`src/rtl/sar_search.sv`:
```
// sar_search: successive-approximation search driving a magnitude comparator, MSB first
module sar_search #(
  parameter int WIDTH = 8
) (
  input  logic             clk,
  input  logic             rst,
  input  logic             start,
  input  logic             aGreaterB,
  input  logic             aEqualB,
  input  logic             aLessB,
  output logic [WIDTH-1:0] trial,
  output logic             busy,
  output logic             done,
  output logic             err,
  output logic [WIDTH-1:0] result
);
  localparam int IW = $clog2(WIDTH);
  typedef enum logic {IDLE, SEARCH} state_t;
  state_t state, nextState;
  logic [IW-1:0] idx, idxNext;
  logic [WIDTH-1:0] prefix, prefixNext, trialNext, resultNext, step;
  logic doneNext, errNext, oneHot, lastBit, finish;
  assign oneHot = $onehot({aGreaterB, aEqualB, aLessB});
  assign lastBit = idx == '0;
  assign finish = !oneHot || aEqualB || lastBit;
  assign step = (WIDTH'(1) << idx) >> 1;
  assign busy = state == SEARCH;
  // state register
  always_ff @(posedge clk or posedge rst)
    if (rst) state <= IDLE;
    else state <= nextState;
  // next state: leave IDLE on start, leave SEARCH on any terminating comparison
  always_comb
    nextState = (state == IDLE) ? (start ? SEARCH : IDLE) : (finish ? IDLE : SEARCH);
  // next datapath values; a greater flag keeps the trial bit, a less flag drops it
  always_comb begin
    trialNext = '0;
    prefixNext = prefix;
    idxNext = idx;
    resultNext = result;
    doneNext = 1'b0;
    errNext = 1'b0;
    if (state == IDLE && start) begin
      trialNext = {1'b1, {(WIDTH-1){1'b0}}};
      idxNext = IW'(WIDTH-1);
      prefixNext = '0;
    end else if (state == SEARCH && finish) begin
      doneNext = 1'b1;
      errNext = !oneHot || aGreaterB;
      resultNext = (!oneHot || aGreaterB) ? '0 : (aEqualB ? trial : prefix);
    end else if (state == SEARCH) begin
      idxNext = idx - 1'b1;
      prefixNext = aGreaterB ? trial : prefix;
      trialNext = (aGreaterB ? trial : prefix) | step;
    end
  end
  // datapath registers
  always_ff @(posedge clk or posedge rst)
    if (rst) begin
      trial <= '0;
      prefix <= '0;
      idx <= '0;
      result <= '0;
      done <= 1'b0;
      err <= 1'b0;
    end else begin
      trial <= trialNext;
      prefix <= prefixNext;
      idx <= idxNext;
      result <= resultNext;
      done <= doneNext;
      err <= errNext;
    end
endmodule

```
`config.mk`:
```
export PLATFORM = sky130hd
export DESIGN_NAME = sar_search
export DESIGN_NICKNAME = d
export VERILOG_FILES = /design/src/rtl/sar_search.sv
export SDC_FILE = /design/constraint.sdc
export NUM_CORES = 1
export LEC_CHECK = 0
export ABC_AREA = 0
export CAP_MARGIN = 10
export CORE_ASPECT_RATIO = 1.25
export CORE_MARGIN = 2
export CORE_UTILIZATION = 52
export DETAILED_ROUTE_END_ITERATION = 7
export GPL_ROUTABILITY_DRIVEN = 0
export PLACE_DENSITY_LB_ADDON = 0.1
export SLEW_MARGIN = 20
export SYNTH_ARGS = -nofsm -noshare
export SYNTH_HDL_FRONTEND = slang
export SYNTH_SLANG_ARGS = --single-unit
```
`constraint.sdc`:
```
create_clock -name clk -period 2.4 [get_ports clk]
set_input_delay 0.36 -clock clk [delete_from_list [all_inputs] [get_ports clk]]
set_output_delay 0.36 -clock clk [all_outputs]
set_load 0.005 [all_outputs]
```
==> qor.yml, run 1 <==
cts:
  cts_buffers: 5
  cts_sinks: 30
  h-tree-depth: 2
  clock_latency_ps: 340
  cts.clk_slew.worst_paths_ps: 100
  hold_buffers: 0
  ctsResizeCount: 0
  clockBufferDepth: 2
  root_buffer: "clkbuf_4"
  cts_tree: "built"
  post_cts_buffers: 0
place:
  preCtsSetupSlack_ps: -155
  dpl.hpwl_um: 2080
  dpl.cell_count: 196
  io_buffers: 24
  placed_cell_area_um2: 1800
die:
  io_pins: 25
  core.rowCount: 21
  die-width_um: 52.1
  core_area_um2: 2710
  start_util_pct: 55.6
  die-area_um2: 3340
  fp.dieH_um: 64.1
yosys:
  synth_area_leaders: "dfrtp_1, mux2i_1, o2bb2ai_1"
  synth.most_common_cell: "dfrtp_1"
  synthCells: 137
  yosys.area.top_type: "dfrtp_1"
  synthFlopType: "dfrtp_1"
  synth_common_cells: "dfrtp_1, mux2i_1, nand2_1"
  syn_nets: 149
  postSynthAreaPerCell_um2: 11.0
  synth-async-reset-ratio_pct: 100
  synth_cell_types: 26
  synth_area_um2: 1500
  synth_top_area_share_pct: 49.9
  ys_seq_elements: 30
  yosysWarnings: 0
  synth_edf_count: 0
  ys_seq_area_share_pct: 49.9
global_routing:
  antenna_found_initial: 0
  grt_first_pass_wirelength_um: 5270
  grt.total_usage_pct: 22.1
  grt_max_degree: 31
  grt_pass1_vias: 1150
  grt-ovfl-total: 0
final_layout:
  drive_above_1_share_pct: 12.4
  synthToLayoutAreaGrowth_pct: 25.1
  fin_nets: 181
  diodes: 0
  final_cell_area_um2: 1880
  final_cell_count_no_fill: 204
  fillers: 206
setup_path:
  cp-end-kind: "flip-flop"
  worstSetupPathType: "in2reg"
  arrival_ps: 2430
  r2r_setup_slack_ps: 540
  critPathTopFamily: "buffers and inverters"
  path_cells: "clkdlybuf4s50_1 -> inv_1 -> fa_1 -> nand2b_4 -> or4_1 -> buf_4 -> mux2i_1"
  crit_slowest_cell: "fa_1"
  required_ps: 2620
  reg2reg_to: "prefix[3]"
  cpPeakStageDelay_ps: 530
  path_max_fanout: 8
  cp.depth: 7
  rr_startpoint: "idx[0]"
  start_kind: "primary input"
  rr_worst_depth: 6
  path_buf_inv: 3
route:
  vias_per_cell: 5.21
  dr.first_iter.drc_count: 18
  postRouteAntennaNets: 0
  routed_wl_um: 2950
  via_count: 1063
  wl_per_cell_um: 14.4
  route.detailed.drc: 0
  drt_first_pass_iters: 4
timing:
  slew_viol_final: 0
  fmax_mhz: 453
  grt_setup_unrepaired: "no"
  setup_slack_ps: 190
  setup_viol: 0
  fin_crit_ps: 2210
  fin_crit_sh_pct: 92.1
  worst_pin_slew_ps: 392
  skew_ps: 9.63
  finalHoldViolCount: 0
  slew-limit-headroom_pct: 73.9
run_status:
  outcome: "completed"
power:
  leakagePower_uw: 0.000940
  p_per_area_nw_per_um2: 561
  ir_drop_mv: 0.606
flow_run:
  cap_violations: 0
worst_hold_path:
  hold_path.class: "in2async"
-- flip-flops by register name, indices dropped and copies added, names as in the netlist --
name	count
busy	1
idx	3
result	8
prefix	8
err	1
trial	8
done	1
-- kinds of logic (layout without fill, tap and decap cells) --
family	count (synthesis)	count (layout)	share of synthesized area, %
adders and majority gates	6	6	5.49
DFF	30	30	49.9
and+or+nand+nor	29	29	10.1
muxes	27	27	18.0
buffers and inverters	25	58	7.32
AOI/OAI and AO/OA	20	20	9.23
-- layout make-up --
cell class / count / area (um2) / share of cell area, %
inverter: 18 / 67.6 / 3.59
clock inverter: 3 / 40.0 / 2.13
clock buffer: 5 / 37.5 / 1.99
timing repair buffer: 32 / 300 / 16.0
tap: 34 / 42.5 / 2.26
multi-input combinational: 82 / 643 / 34.2
sequential: 30 / 751 / 39.9
-- worst register-to-register path: stages, from the launching register on --
cell and delay [ps]:
dfrtp_1 430, inv_1 120, ha_1 220, nor2b_2 190, or4_1 470, buf_4 190
mux2i_1 130
-- per-stage QoR --
stage                     hold WS, ps  TNS [ps]  power [uW]  util [%]
final                             405         0        1060      69.5
after global routing              445         0        1110      69.5
after CTS                         417         0        1070      69.5
after detailed placement          473     -1660         672      66.7
after global placement            473      -958         667      66.7
after floorplan                   451         0         616         -
-- layout by cell type (no fill, tap or decap), drive strengths merged --
cell	netlist	layout
or4	3	3
buf	6	8
ha	5	5
clkbuf	1	5
and2b	1	1
nor2b	1	1
a21oi	7	7
nand2b	2	2
fa	1	1
clkinv	0	2
nand2	18	18
mux2i	27	27
o31ai	1	1
bufinv	0	1
o21ai	3	3
o2bb2ai	8	8
nor2	3	3
clkdlybuf4s50	0	24
dfrtp	30	30
nor4bb	1	1
a31oi	1	1
inv	18	18
-- worst max-delay path by stage --
stage	from	endpoint	slack [ps]
3_5_place_dp	aGreaterB	prefix[3]	-160
2_1_floorplan	aEqualB	prefix[0]	30
5_1_grt	aEqualB	prefix[7]	100
6_report	aGreaterB	prefix[3]	190
3_3_place_gp	aGreaterB	prefix[7]	-110
4_1_cts	aGreaterB	prefix[7]	200
-- per-layer routing --
layer	vias to the layer above	part of all wire [%]	GRT usage (%)
met1	512	42	25.8
met2	25	51	35.4
met5	-	0	0
li1	520	-	-
met3	6	4.8	7.94
met4	0	1.9	10.2
-- power breakdown --
group / internal (uW) / switching [uW] / leakage, uW
sequential: 518 / 12.5 / 0.000399
clock: 216 / 180 / 0.0000450
combinational: 62.9 / 67.6 / 0.000496
total: 796 / 260 / 0.000940
Note: power is estimated with default switching activity, not from simulation.
==> run 2, diff against run 1 <==
--- a/config.mk
+++ b/config.mk
@@ -8,7 +8,7 @@
 export ABC_AREA = 0
 export CAP_MARGIN = 10
 export CORE_ASPECT_RATIO = 1.25
-export CORE_MARGIN = 2
+export CORE_MARGIN = 3
 export CORE_UTILIZATION = 52
 export DETAILED_ROUTE_END_ITERATION = 7
 export GPL_ROUTABILITY_DRIVEN = 0
==> run 2 against run 1 <==
Clock power shrank 19%. Global-route usage shrank 1.1 points. Critical path type unchanged. Via count shrank 0.85%. Clock-buffer cell count grew 1. Sequential power is essentially flat. Routed wire length grew 2.3%. Setup slack is essentially flat. Power shrank 7.5%. Clock skew grew 2.6 ps. Worst hold slack lost 16 ps. Sequential share of layout area grew 0.78 points.
==> qor.yml, run 2 (same netlist as run 1, synthesis figures left out) <==
route:
  route.detailed.drc: 0  # unchanged
  wl_met1_um: 1270  # +2.7%
  wl_met3_um: 147  # +5.0%
  top_layer: "met4"
  vias_per_cell: 5.24  # +0.63%
  met2_length_um: 1500  # -0.46%
  via_count: 1054  # -0.85%
  wl_per_cell_um: 15.0  # +3.8%
  dr.first_iter.drc_count: 13  # -5
  drt_first_pass_iters: 4  # unchanged
  routed_wl_um: 3010  # +2.3%
  postRouteAntennaNets: 0  # unchanged
die:
  fp.dieH_um: 66.1  # +3.1%
  start_util_pct: 55.0  # -0.53 points
  core.rowCount: 21  # unchanged
  core_area_um2: 2730  # +0.97%
  die-width_um: 54.1  # +3.8%
  die-area_um2: 3580  # +7.1%
  io_pins: 25  # unchanged
final_layout:
  synthToLayoutAreaGrowth_pct: 22.7
  fin_util_pct: 67.5  # -2.0 points
  diodes: 0  # unchanged
  reg_top3: "prefix x8, result x8, trial x8"
  layout.cells.most_common_list: "dfrtp_1, mux2i_1, clkdlybuf4s50_1"
  drive_above_1_share_pct: 10.8  # -1.6 points
  fin_nets: 178  # -1.7%
  final_cell_area_um2: 1850  # -1.9%
  layout_commonest_cell: "dfrtp_1"
timing:
  setup_slack_ps: 190  # -0.200 ps
  worst_pin_slew_ps: 768  # +376 ps
  fin_crit_sh_pct: 92.1  # about the same
  setup_viol: 0  # unchanged
  skew_ps: 12.3  # +2.62 ps
  finalHoldViolCount: 0  # unchanged
  grt_setup_unrepaired: "no"
  slew-limit-headroom_pct: 48.5  # -25 points
  tns_ps: 0  # unchanged
  fmax_mhz: 453  # about the same
  fin_crit_ps: 2210  # +0.200 ps
  slew_viol_final: 0  # unchanged
setup_path:
  cp-end-kind: "flip-flop"
  worstSetupPathType: "in2reg"
  arrival_ps: 2420  # about the same
  required_ps: 2610  # about the same
  start_kind: "primary input"
  path_max_fanout: 8  # unchanged
power:
  p_per_area_nw_per_um2: 529  # -5.7%
  ir_drop_mv: 0.488  # -19%
  leakagePower_uw: 0.000916  # -2.5%
  combPwrFrac_pct: 12.9  # +0.5 points
  seqPwrFrac_pct: 54.2  # +4.0 points
  p_clk_share_pct: 32.8  # -4.6 points
  switching_share_pct: 26.6  # +1.9 points
  p_int_uw: 717  # -9.9%
  switchingPower_uw: 260  # -0.19%
run_status:
  outcome: "completed"
global_routing:
  grt_max_degree: 31  # unchanged
  grt_first_pass_wirelength_um: 5240  # -0.65%
  grt_pass1_vias: 1105  # -3.9%
  antenna_found_initial: 0  # unchanged
  grt-ovfl-total: 0  # unchanged
  grt.total_usage_pct: 21.0  # -1.1 points
place:
  dpl.hpwl_um: 2070  # -0.59%
  preCtsSetupSlack_ps: -158  # -2.88 ps
  placed_cell_area_um2: 1780  # -1.2%
  io_buffers: 24  # unchanged
cts:
  clock_latency_ps: 330  # about the same
  h-tree-depth: 2  # unchanged
  hold_buffers: 0  # unchanged
  cts_tree: "built"
  root_buffer: "clkbuf_4"
  cts_buffers: 5  # unchanged
  ctsResizeCount: 0  # unchanged
  clockBufferDepth: 2  # unchanged
  post_cts_buffers: 0  # unchanged
  cts.clk_slew.worst_paths_ps: 100  # about the same
  cts_sinks: 30  # unchanged
worst_hold_path:
  hold_path.class: "in2async"
flow_run:
  cap_violations: 0  # unchanged
==> run 2: cell count changes in the layout (fill, tap and decap cells not counted), sizes merged <==
cell      change
clkinvlp      +1
clkinv        -1
bufinv        -1
buf           -3
clkbuf        +1
==> run 2: layout make-up <==
class	instances	area [um2]
multi-input combinational	82	643
clock inverter	2	12.5
inverter	18	67.6
fill	223	887
clock buffer	6	51.3
tap	34	42.5
sequential	30	751
timing repair buffer	29	278
==> run 2: final timing paths <==
check	from	endpoint	slack, ps	cells after the start
max	aGreaterB	prefix[5]	190	7
min	rst	prefix[6]	390	3
max reg2reg	idx[0]	result[1]	540	5
min reg2reg	result[5]	result[5]	500	1
max in group asynchronous	rst	done	1730	3
min in group clk	result[5]	result[5]	500	1
==> run 2: power groups by stage <==
| stage | logic [uW] | registers (uW) | clock network, uW |
|---|---|---|---|
| floorplan | 77.6 | 539 | 0 |
| global placement | 124 | 539 | 0 |
| finish | 126 | 530 | 321 |
| global route | 139 | 533 | 355 |
| CTS | 127 | 530 | 330 |
| detailed placement | 128 | 540 | 0 |
==> run 2: critical path, cell delays in order <==
cell	delay (ps)
clkdlybuf4s50_1	470
inv_1	60
fa_1	520
nand2b_4	180
or4_1	490
buf_4	200
mux2i_1	130
==> run 2: routing by layer <==
metal / up-vias / GRT usage (%)
met5: - / 0
li1: 514 / -
met1: 507 / 24.2
met4: 0 / 10.6
met2: 24 / 34.7
met3: 9 / 5.64
==> run 2: per-stage QoR <==
step	hold slack, ps	power [uW]	instances
after floorplan	451	616	137
after global placement	470	664	193
after detailed placement	474	667	193
after CTS	397	987	201
after global routing	412	1030	201
final	389	977	201
==> variant (flow settings as in run 2) <==
Take the reset off `result` and load it in a clocked block of its own.
--- a/src/rtl/sar_search.sv
+++ b/src/rtl/sar_search.sv
@@ -60,16 +60,18 @@
       trial <= '0;
       prefix <= '0;
       idx <= '0;
-      result <= '0;
       done <= 1'b0;
       err <= 1'b0;
     end else begin
       trial <= trialNext;
       prefix <= prefixNext;
       idx <= idxNext;
-      result <= resultNext;
       done <= doneNext;
       err <= errNext;
     end
+
+  always_ff @(posedge clk) begin
+    result <= resultNext;
+  end
 endmodule
 
Function: differs if rst is asserted again (counterexample within 4 cycles, from zero or initial values and one cycle with rst high); with rst held inactive, the same outputs for 10 cycles.
==> variant against run 2 <==
Worst hold slack got worse by 0.018 ns. Routed wire length down 11%. Clock power is 15% lower. Sequential cell count unchanged. Worst setup slack better by 0.24 ns. First-iteration DRC count increased by 46%. Area after synthesis decreased by 1.4%. Total power is 1.3% lower. Global-route usage decreased by 1.7 points. Final area is 2.4% lower. Final cell count decreased by 4.0%. Critical path type unchanged. Critical endpoint is now result[5]. Largest cell class unchanged.
==> variant: results <==
metrics = {
    "placement": {
        "dpl-instance-area_sq_mm": 0.00175,
        "hpwl_um": 1980,
        "place_ws_ns": 0.0773,
    },
    "route": {
        "wl_met3_um": 122,
        "detail_route.first_pass.iterations": 4,
        "wl_met2_um": 1360,
        "via_count": 981,
        "drt_iter0_drc": 19,
        "wl_met1_um": 1140,
        "wire_per_inst_um": 13.8,
    },
    "logic_synthesis": {
        "synth_edf_count": 8,
        "yosysSeqAreaShare_pct": 53.3,
        "synth.area.top_cells": "dfrtp_1 37%, mux2i_1 18%, edfxtp_1 16%",
        "yosys_warnings": 0,
        "async_flop_share_pct": 73.3,
        "netlist_top_cells_count": "27 x mux2i_1, 22 x dfrtp_1, 14 x inv_1",
        "ys_types": 23,
        "syn_nets": 142,
    },
    "power": {
        "ir_drop_mv": 0.298,
        "leakagePower_uw": 0.000842,
    },
    "worst_setup_path": {
        "crit_fanout": 10,
        "cp_data_arrival_time_ns": 1.97,
        "reg2reg_depth": 4,
        "rr_endpoint": "result[5]",
        "ff2ff_setup_slack_ns": 0.75,
        "slowest_delay_ns": 0.55,
        "worstReg2RegStart": "idx[0]",
    },
    "min_path": {
        "hold_path.class": "in2async",
    },
    "grt": {
        "grtUsageTotal_pct": 19.2,
        "grt_max_degree": 23,
        "grt_pass1_wl_um": 4710,
        "grt_pass1_vias": 1033,
    },
    "timing": {
        "skew_ns": 0.00751,
        "worst_pin_slew_ns": 0.414,
    },
    "layout": {
        "largestRegisters": "prefix: 8 flops, result: 8 flops, trial: 8 flops",
        "fillers": 219,
        "antennaDiodeCount": 0,
        "nets": 170,
        "drive_above_1_share_pct": 8.18,
    },
    "outcome": {
        "outcome": "completed",
    },
}
-- variant: report_power, final --
group / total [uW] / switching, uW / internal [uW]
sequential: 560 / 13.0 / 547
clock: 274 / 164 / 110
combinational: 130 / 63.1 / 67.1
total: 965 / 241 / 724
-- variant: how the worst max path moves through the flow --
| stage | to | slack, ns | cells past startpoint | from |
|---|---|---|---|---|
| after detailed placement | result[0] | 0.08 | 5 | aGreaterB |
| after floorplan | idx[0] | 0.48 | 7 | aEqualB |
| final | result[5] | 0.43 | 5 | aGreaterB |
| after global routing | result[5] | 0.40 | 5 | aGreaterB |
| after global placement | result[4] | 0.13 | 5 | aGreaterB |
| after CTS | result[0] | 0.42 | 5 | aGreaterB |
-- variant: through the flow --
step                      hold slack, ns  std cells  total power (uW)
after floorplan                    0.349        130               641
after global placement             0.528        185               699
after detailed placement           0.536        185               703
after CTS                          0.371        193               976
after global routing               0.398        193              1020
final                              0.371        193               965
-- variant: routing by layer --
metal	vias up	global-route usage, %
met3	5	8.39
met5	-	0
li1	480	-
met1	473	21.6
met2	23	30.2
met4	0	9.58
-- variant: area by class of cell --
cell class                 instances  area, sq um  share of cell area (%)
inverter                          14         52.6                    2.92
multi-input combinational         80          602                    33.4
timing repair buffer              27          263                    14.6
tap                               34         42.5                    2.36
clock inverter                     2         8.76                   0.486
clock buffer                       6         41.3                    2.29
sequential                        30          791                    43.9
-- variant: kinds of logic (layout without fill, tap and decap cells) --
family | count (synthesis) | in the layout | synth area share, %
simple gates | 38 | 38 | 13.5
compound gates | 9 | 9 | 3.29
mux | 27 | 27 | 18.2
flops | 30 | 30 | 53.3
fa+ha+maj | 6 | 6 | 5.57
buf+inv | 20 | 49 | 6.08
